**config.mk**
```make
export PLATFORM = sky130hd
export DESIGN_NAME = uart_tx8_flat
export DESIGN_NICKNAME = d
export VERILOG_FILES = /design/src/rtl/uart_tx8_if.sv /design/src/rtl/uart_tx8.sv /design/src/flat_wrapper.sv
export SDC_FILE = /design/constraint.sdc
export NUM_CORES = 1
export LEC_CHECK = 0
export CELL_PAD_IN_SITES_DETAIL_PLACEMENT = 1
export CELL_PAD_IN_SITES_GLOBAL_PLACEMENT = 2
export CORE_UTILIZATION = 41
export CTS_BUF_LIST = sky130_fd_sc_hd__clkbuf_2 sky130_fd_sc_hd__clkbuf_4 sky130_fd_sc_hd__clkbuf_8
export CTS_CLUSTER_DIAMETER = 30
export DETAILED_ROUTE_END_ITERATION = 16
export PLACE_DENSITY = 0.85
export SYNTH_ARGS = -nofsm -noshare
export SYNTH_HDL_FRONTEND = slang
export SYNTH_SLANG_ARGS = --single-unit
```
**constraint.sdc**
```tcl
create_clock -name clk -period 4.3 [get_ports clk]
set_clock_uncertainty 0.1 [all_clocks]
set_input_delay 0.645 -clock clk [delete_from_list [all_inputs] [get_ports clk]]
set_output_delay 0.645 -clock clk [all_outputs]
set_load 0.02 [all_outputs]
```
**src/rtl/uart_tx8_if.sv**
```systemverilog
// Byte-transmit handshake bundle for uart_tx8: request/data in, line and status out.
// txStart is the request; the transmitter takes it on a rising edge where it is idle and txEn=1.
interface uart_tx8_if;
  logic       txEn;
  logic       txStart;
  logic [7:0] txIn;
  logic       txBusy;
  logic       txDone;
  logic       txOut;

  modport master (
    output txEn,
    output txStart,
    output txIn,
    input  txBusy,
    input  txDone,
    input  txOut
  );

  modport slave (
    input  txEn,
    input  txStart,
    input  txIn,
    output txBusy,
    output txDone,
    output txOut
  );
endinterface

```
**src/rtl/uart_tx8.sv**
```systemverilog
// Eight-bit UART transmitter, 8N1/8N2, LSB first, idle-high line.
// Bit period is an integer divider of the system clock; all outputs are registered.
module uart_tx8 #(
  parameter int CLOCK_RATE = 12000000,
  parameter int BAUD_RATE  = 9600,
  parameter int STOP_BITS  = 1
) (
  input  logic       clk,
  input  logic       reset,
  uart_tx8_if.slave  tx,
  output logic [1:0] dbg_state
);

  localparam int D     = CLOCK_RATE / BAUD_RATE;
  localparam int CNT_W = (D >= 2) ? $clog2(D) : 1;
  localparam logic [CNT_W-1:0] CNT_LAST  = CNT_W'(D - 1);
  localparam logic [2:0]       STOP_LAST = 3'(STOP_BITS - 1);

  if (D < 2) begin : g_bad_divider
    $error("uart_tx8: CLOCK_RATE / BAUD_RATE must be at least 2");
  end

  if ((STOP_BITS != 1) && (STOP_BITS != 2)) begin : g_bad_stop_bits
    $error("uart_tx8: STOP_BITS must be 1 or 2");
  end

  typedef enum logic [1:0] {
    IDLE  = 2'd0,
    START = 2'd1,
    DATA  = 2'd2,
    STOP  = 2'd3
  } state_t;

  state_t           state;
  logic [CNT_W-1:0] cnt;
  logic [2:0]       bit_idx;
  logic [7:0]       shift;
  logic             line;
  logic             busy;
  logic             done;

  // bit_idx counts data bits in DATA and stop periods in STOP.
  always_ff @(posedge clk or posedge reset) begin
    if (reset) begin
      state   <= IDLE;
      cnt     <= '0;
      bit_idx <= '0;
      shift   <= '0;
      line    <= 1'b1;
      busy    <= 1'b0;
      done    <= 1'b0;
    end else begin
      done <= 1'b0;
      case (state)
        IDLE: begin
          line <= 1'b1;
          if (tx.txEn && tx.txStart) begin
            shift   <= tx.txIn;
            state   <= START;
            line    <= 1'b0;
            busy    <= 1'b1;
            cnt     <= '0;
            bit_idx <= '0;
          end
        end

        START: begin
          if (cnt == CNT_LAST) begin
            cnt   <= '0;
            state <= DATA;
            line  <= shift[0];
          end else begin
            cnt <= cnt + 1'b1;
          end
        end

        DATA: begin
          if (cnt == CNT_LAST) begin
            cnt <= '0;
            if (bit_idx == 3'd7) begin
              bit_idx <= '0;
              state   <= STOP;
              line    <= 1'b1;
            end else begin
              bit_idx <= bit_idx + 3'd1;
              shift   <= shift >> 1;
              line    <= shift[1];
            end
          end else begin
            cnt <= cnt + 1'b1;
          end
        end

        STOP: begin
          if (cnt == CNT_LAST) begin
            cnt <= '0;
            if (bit_idx == STOP_LAST) begin
              bit_idx <= '0;
              state   <= IDLE;
              busy    <= 1'b0;
              done    <= 1'b1;
            end else begin
              bit_idx <= bit_idx + 3'd1;
            end
          end else begin
            cnt <= cnt + 1'b1;
          end
        end

        default: begin
          state <= IDLE;
          line  <= 1'b1;
          busy  <= 1'b0;
        end
      endcase
    end
  end

  assign tx.txOut   = line;
  assign tx.txBusy  = busy;
  assign tx.txDone  = done;
  assign dbg_state  = state;

endmodule

```
**src/flat_wrapper.sv**
```systemverilog
// flat-port wrapper written by rule: the top's interface ports become plain ports
module uart_tx8_flat 
#(
  parameter int CLOCK_RATE = 12000000,
  parameter int BAUD_RATE  = 9600,
  parameter int STOP_BITS  = 1
)
  (clk, reset, dbg_state, tx_txEn, tx_txStart, tx_txIn, tx_txBusy, tx_txDone, tx_txOut);
  uart_tx8_if tx_i ();
  input  logic clk;
  input  logic reset;
  output logic [1:0] dbg_state;
  input wire logic [$bits(tx_i.txEn)-1:0] tx_txEn;
  input wire logic [$bits(tx_i.txStart)-1:0] tx_txStart;
  input wire logic [$bits(tx_i.txIn)-1:0] tx_txIn;
  output wire logic [$bits(tx_i.txBusy)-1:0] tx_txBusy;
  output wire logic [$bits(tx_i.txDone)-1:0] tx_txDone;
  output wire logic [$bits(tx_i.txOut)-1:0] tx_txOut;
  assign tx_i.txEn = tx_txEn;
  assign tx_i.txStart = tx_txStart;
  assign tx_i.txIn = tx_txIn;
  assign tx_txBusy = tx_i.txBusy;
  assign tx_txDone = tx_i.txDone;
  assign tx_txOut = tx_i.txOut;
  uart_tx8 #(.CLOCK_RATE(CLOCK_RATE), .BAUD_RATE(BAUD_RATE), .STOP_BITS(STOP_BITS)) u_core (.clk(clk), .reset(reset), .tx(tx_i), .dbg_state(dbg_state));
endmodule
```
==> results.yml <==
run_status:
  status: "finished clean"
grt:
  grt_first_pass_wirelength_um: 6070
  track_usage: 0.193
  grt_max_degree: 28
  grt_pass1_vias: 1295
  grt-ovfl-total: 0
  antenna_found_initial: 0
synthesis:
  synth-edff-count: 0
  synthesis.nets: 176
  yosys-top-cells-area: "dfrtp_1 40%, mux2_2 13%, ha_1 8.6%"
  synth.avg_cell_area_um2: 10.5
  yosysUniqueCellTypes: 42
  synth_flop_cell: "dfrtp_1"
  syn_area_mm2: 0.00161
  synth_top_cell_by_area: "dfrtp_1"
  synth_seq_cells: 27
  syn_inst: 153
  synth.top_cell.area_share: 0.405
  synthArstFlopShare: 1.00
  yosysSeqAreaShare: 0.421
  ys_warn_count: 0
pwr:
  ir_drop_mv: 0.178
  leakagePower_nw: 0.810
  internal-power_uw: 343
  switching_power_uw: 89.3
  p_sw_frac: 0.207
  p_clk_frac: 0.349
  seqPwrFrac: 0.597
  power_uw: 432
  p_per_area_mw_per_mm2: 232
  comb_power_share: 0.054
clock_tree:
  cts_resized: 0
  post_cts_buffers: 0
  cts_buffers: 3
  htree_levels: 1
  clock_sinks: 27
  cts_tree: "yes"
  clkTransAtPathRegs_ns: 0.09
  cts_root_buf: "clkbuf_8"
  holdBufCountCts: 0
  clk_latency_ns: 0.27
  clock_path_buffers: 2
finish:
  final_cell_mix: "26 x dfrtp_1, 19 x mux2_2, 16 x clkdlybuf4s50_1"
  drive_gt1_frac: 0.224
  antenna_cells: 0
  final_common_cell: "dfrtp_1"
  area_delta_synth_final_pct: 16.0
  final_net_count: 194
timing:
  rsz0062_at_grt: "false"
  fmax_mhz: 397
  finalSetupTns_ns: 0
  setup_viol: 0
  slew_violations: 0
  slew_headroom: 0.281
  min_period_ns: 2.52
  final.period_utilization: 0.586
  hold_viol: 0
  tightest_slew_ns: 1.08
floorplan:
  die_y_um: 64.6
  rows: 22
  io_pins: 17
  die_w_um: 64.6
  die-area_mm2: 0.00417
  core_mm2: 0.00372
  start_util: 0.432
worst_setup_path:
  critPathBufInv: 1
  critPathTopFamily: "adder cells"
  path_cells: "inv_1 -> ha_1 -> nor2b_1 -> nand4_1 -> a21oi_4 -> mux2_2"
  slowest_delay_ns: 0.55
  cp.required_ns: 4.36
  worstSetupPathType: "reg2reg"
  crit_path_top_delay_cell: "ha_1"
  start_kind: "flip-flop"
  arrival_ns: 2.58
  critPathCaptureType: "flip-flop"
  critPathMaxFanout: 16
drt:
  routed_wl_um: 3430
  vias: 1191
  drc: 0
  vias_per_cell: 5.46
  dr.pass1.iters: 4
  wl_per_cell_um: 15.7
  dr.first_iter.drc_count: 46
  postRouteAntennaNets: 0
placement:
  hpwl_um: 2630
  routabilityCongestion: 0.753
  io_buffers: 16
run:
  max_cap_viol_count: 0
min_path:
  hp-class: "reg2reg"
==> layout make-up <==
cell class | instances | area (um2)
Fill cell | 421 | 1850
Multi-Input combinational cell | 110 | 868
Sequential cell | 27 | 677
Timing Repair Buffer | 16 | 160
Tap cell | 48 | 60.1
Clock buffer | 4 | 48.8
Inverter | 13 | 48.8
==> cell usage after synthesis (2+ instances only) <==
cell type / number
dfrtp_1: 26
mux2_2: 19
inv_1: 13
nand2_1: 13
ha_1: 11
o21ai_0: 9
a21oi_1: 7
a31oi_1: 4
nor2_1: 4
mux2i_1: 3
nand2b_1: 3
nand3_1: 3
nor2b_1: 3
nor3_1: 3
clkbuf_1: 2
nand4_1: 2
or2_2: 2
or3_1: 2
==> registers in the layout (all words and copies together), names as in the netlist <==
signal and flops:
u_core.shift 8, u_core.tx.txOut 1, u_core.dbg_state 2, u_core.cnt 11
u_core.tx.txBusy 1, u_core.bit_idx 3, u_core.tx.txDone 1
==> power by group through the flow <==
stage | Sequential, mW | Clock, mW | Combinational [mW]
after floorplan | 0.263 | 0 | 0.00997
after global placement | 0.263 | 0 | 0.0225
after detailed placement | 0.263 | 0 | 0.0239
after CTS | 0.258 | 0.156 | 0.0239
after global routing | 0.259 | 0.166 | 0.0257
final | 0.258 | 0.151 | 0.0233
==> routing by layer <==
metal	part of all wire	GRT usage	vias to the layer above	wire, um
met1	0.46	0.241	593	1580
li1	-	-	571	-
met2	0.49	0.337	22	1680
met3	0.034	0.0317	5	115
met4	0.013	0.0583	0	44
met5	0	0	-	0
==> cell families after synthesis <==
logic type,after synthesis,synth area share
mux,22,0.152
simple gates,45,0.169
flops,27,0.421
xor+xnor,2,0.0109
fa+ha+maj,11,0.0857
compound gates,30,0.123
buf+inv,16,0.0382
==> per-stage QoR <==
stage / cells / instance area (um2) / setup WS (ns) / utilization / hold WS [ns]
finish: 218 / 1860 / 1.78 / 0.501 / 0.423
global route: 218 / 1860 / 1.63 / 0.501 / 0.445
CTS: 218 / 1860 / 1.76 / 0.501 / 0.428
detailed placement: 214 / 1810 / 1.77 / 0.488 / 0.400
global placement: 214 / 1810 / 1.81 / 0.488 / 0.386
floorplan: 153 / 1610 / 2.24 / - / 0.375
==> path summary, 6_finish.rpt <==
path                                     start              end  slack (ns)  depth (start not counted)
hold / removal                 u_core.shift[5]  u_core.shift[5]        0.42                          1
min in group asynchronous                reset    u_core.cnt[0]        0.83                          2
setup / recovery           u_core.dbg_state[0]  u_core.shift[7]        1.78                          6
max in group asynchronous                reset    u_core.cnt[8]        2.62                          2
hold reg to reg                u_core.shift[5]  u_core.shift[5]        0.42                          1
setup reg to reg           u_core.dbg_state[0]  u_core.shift[7]        1.78                          6
No activity file was read; power rests on OpenSTA's default activity.
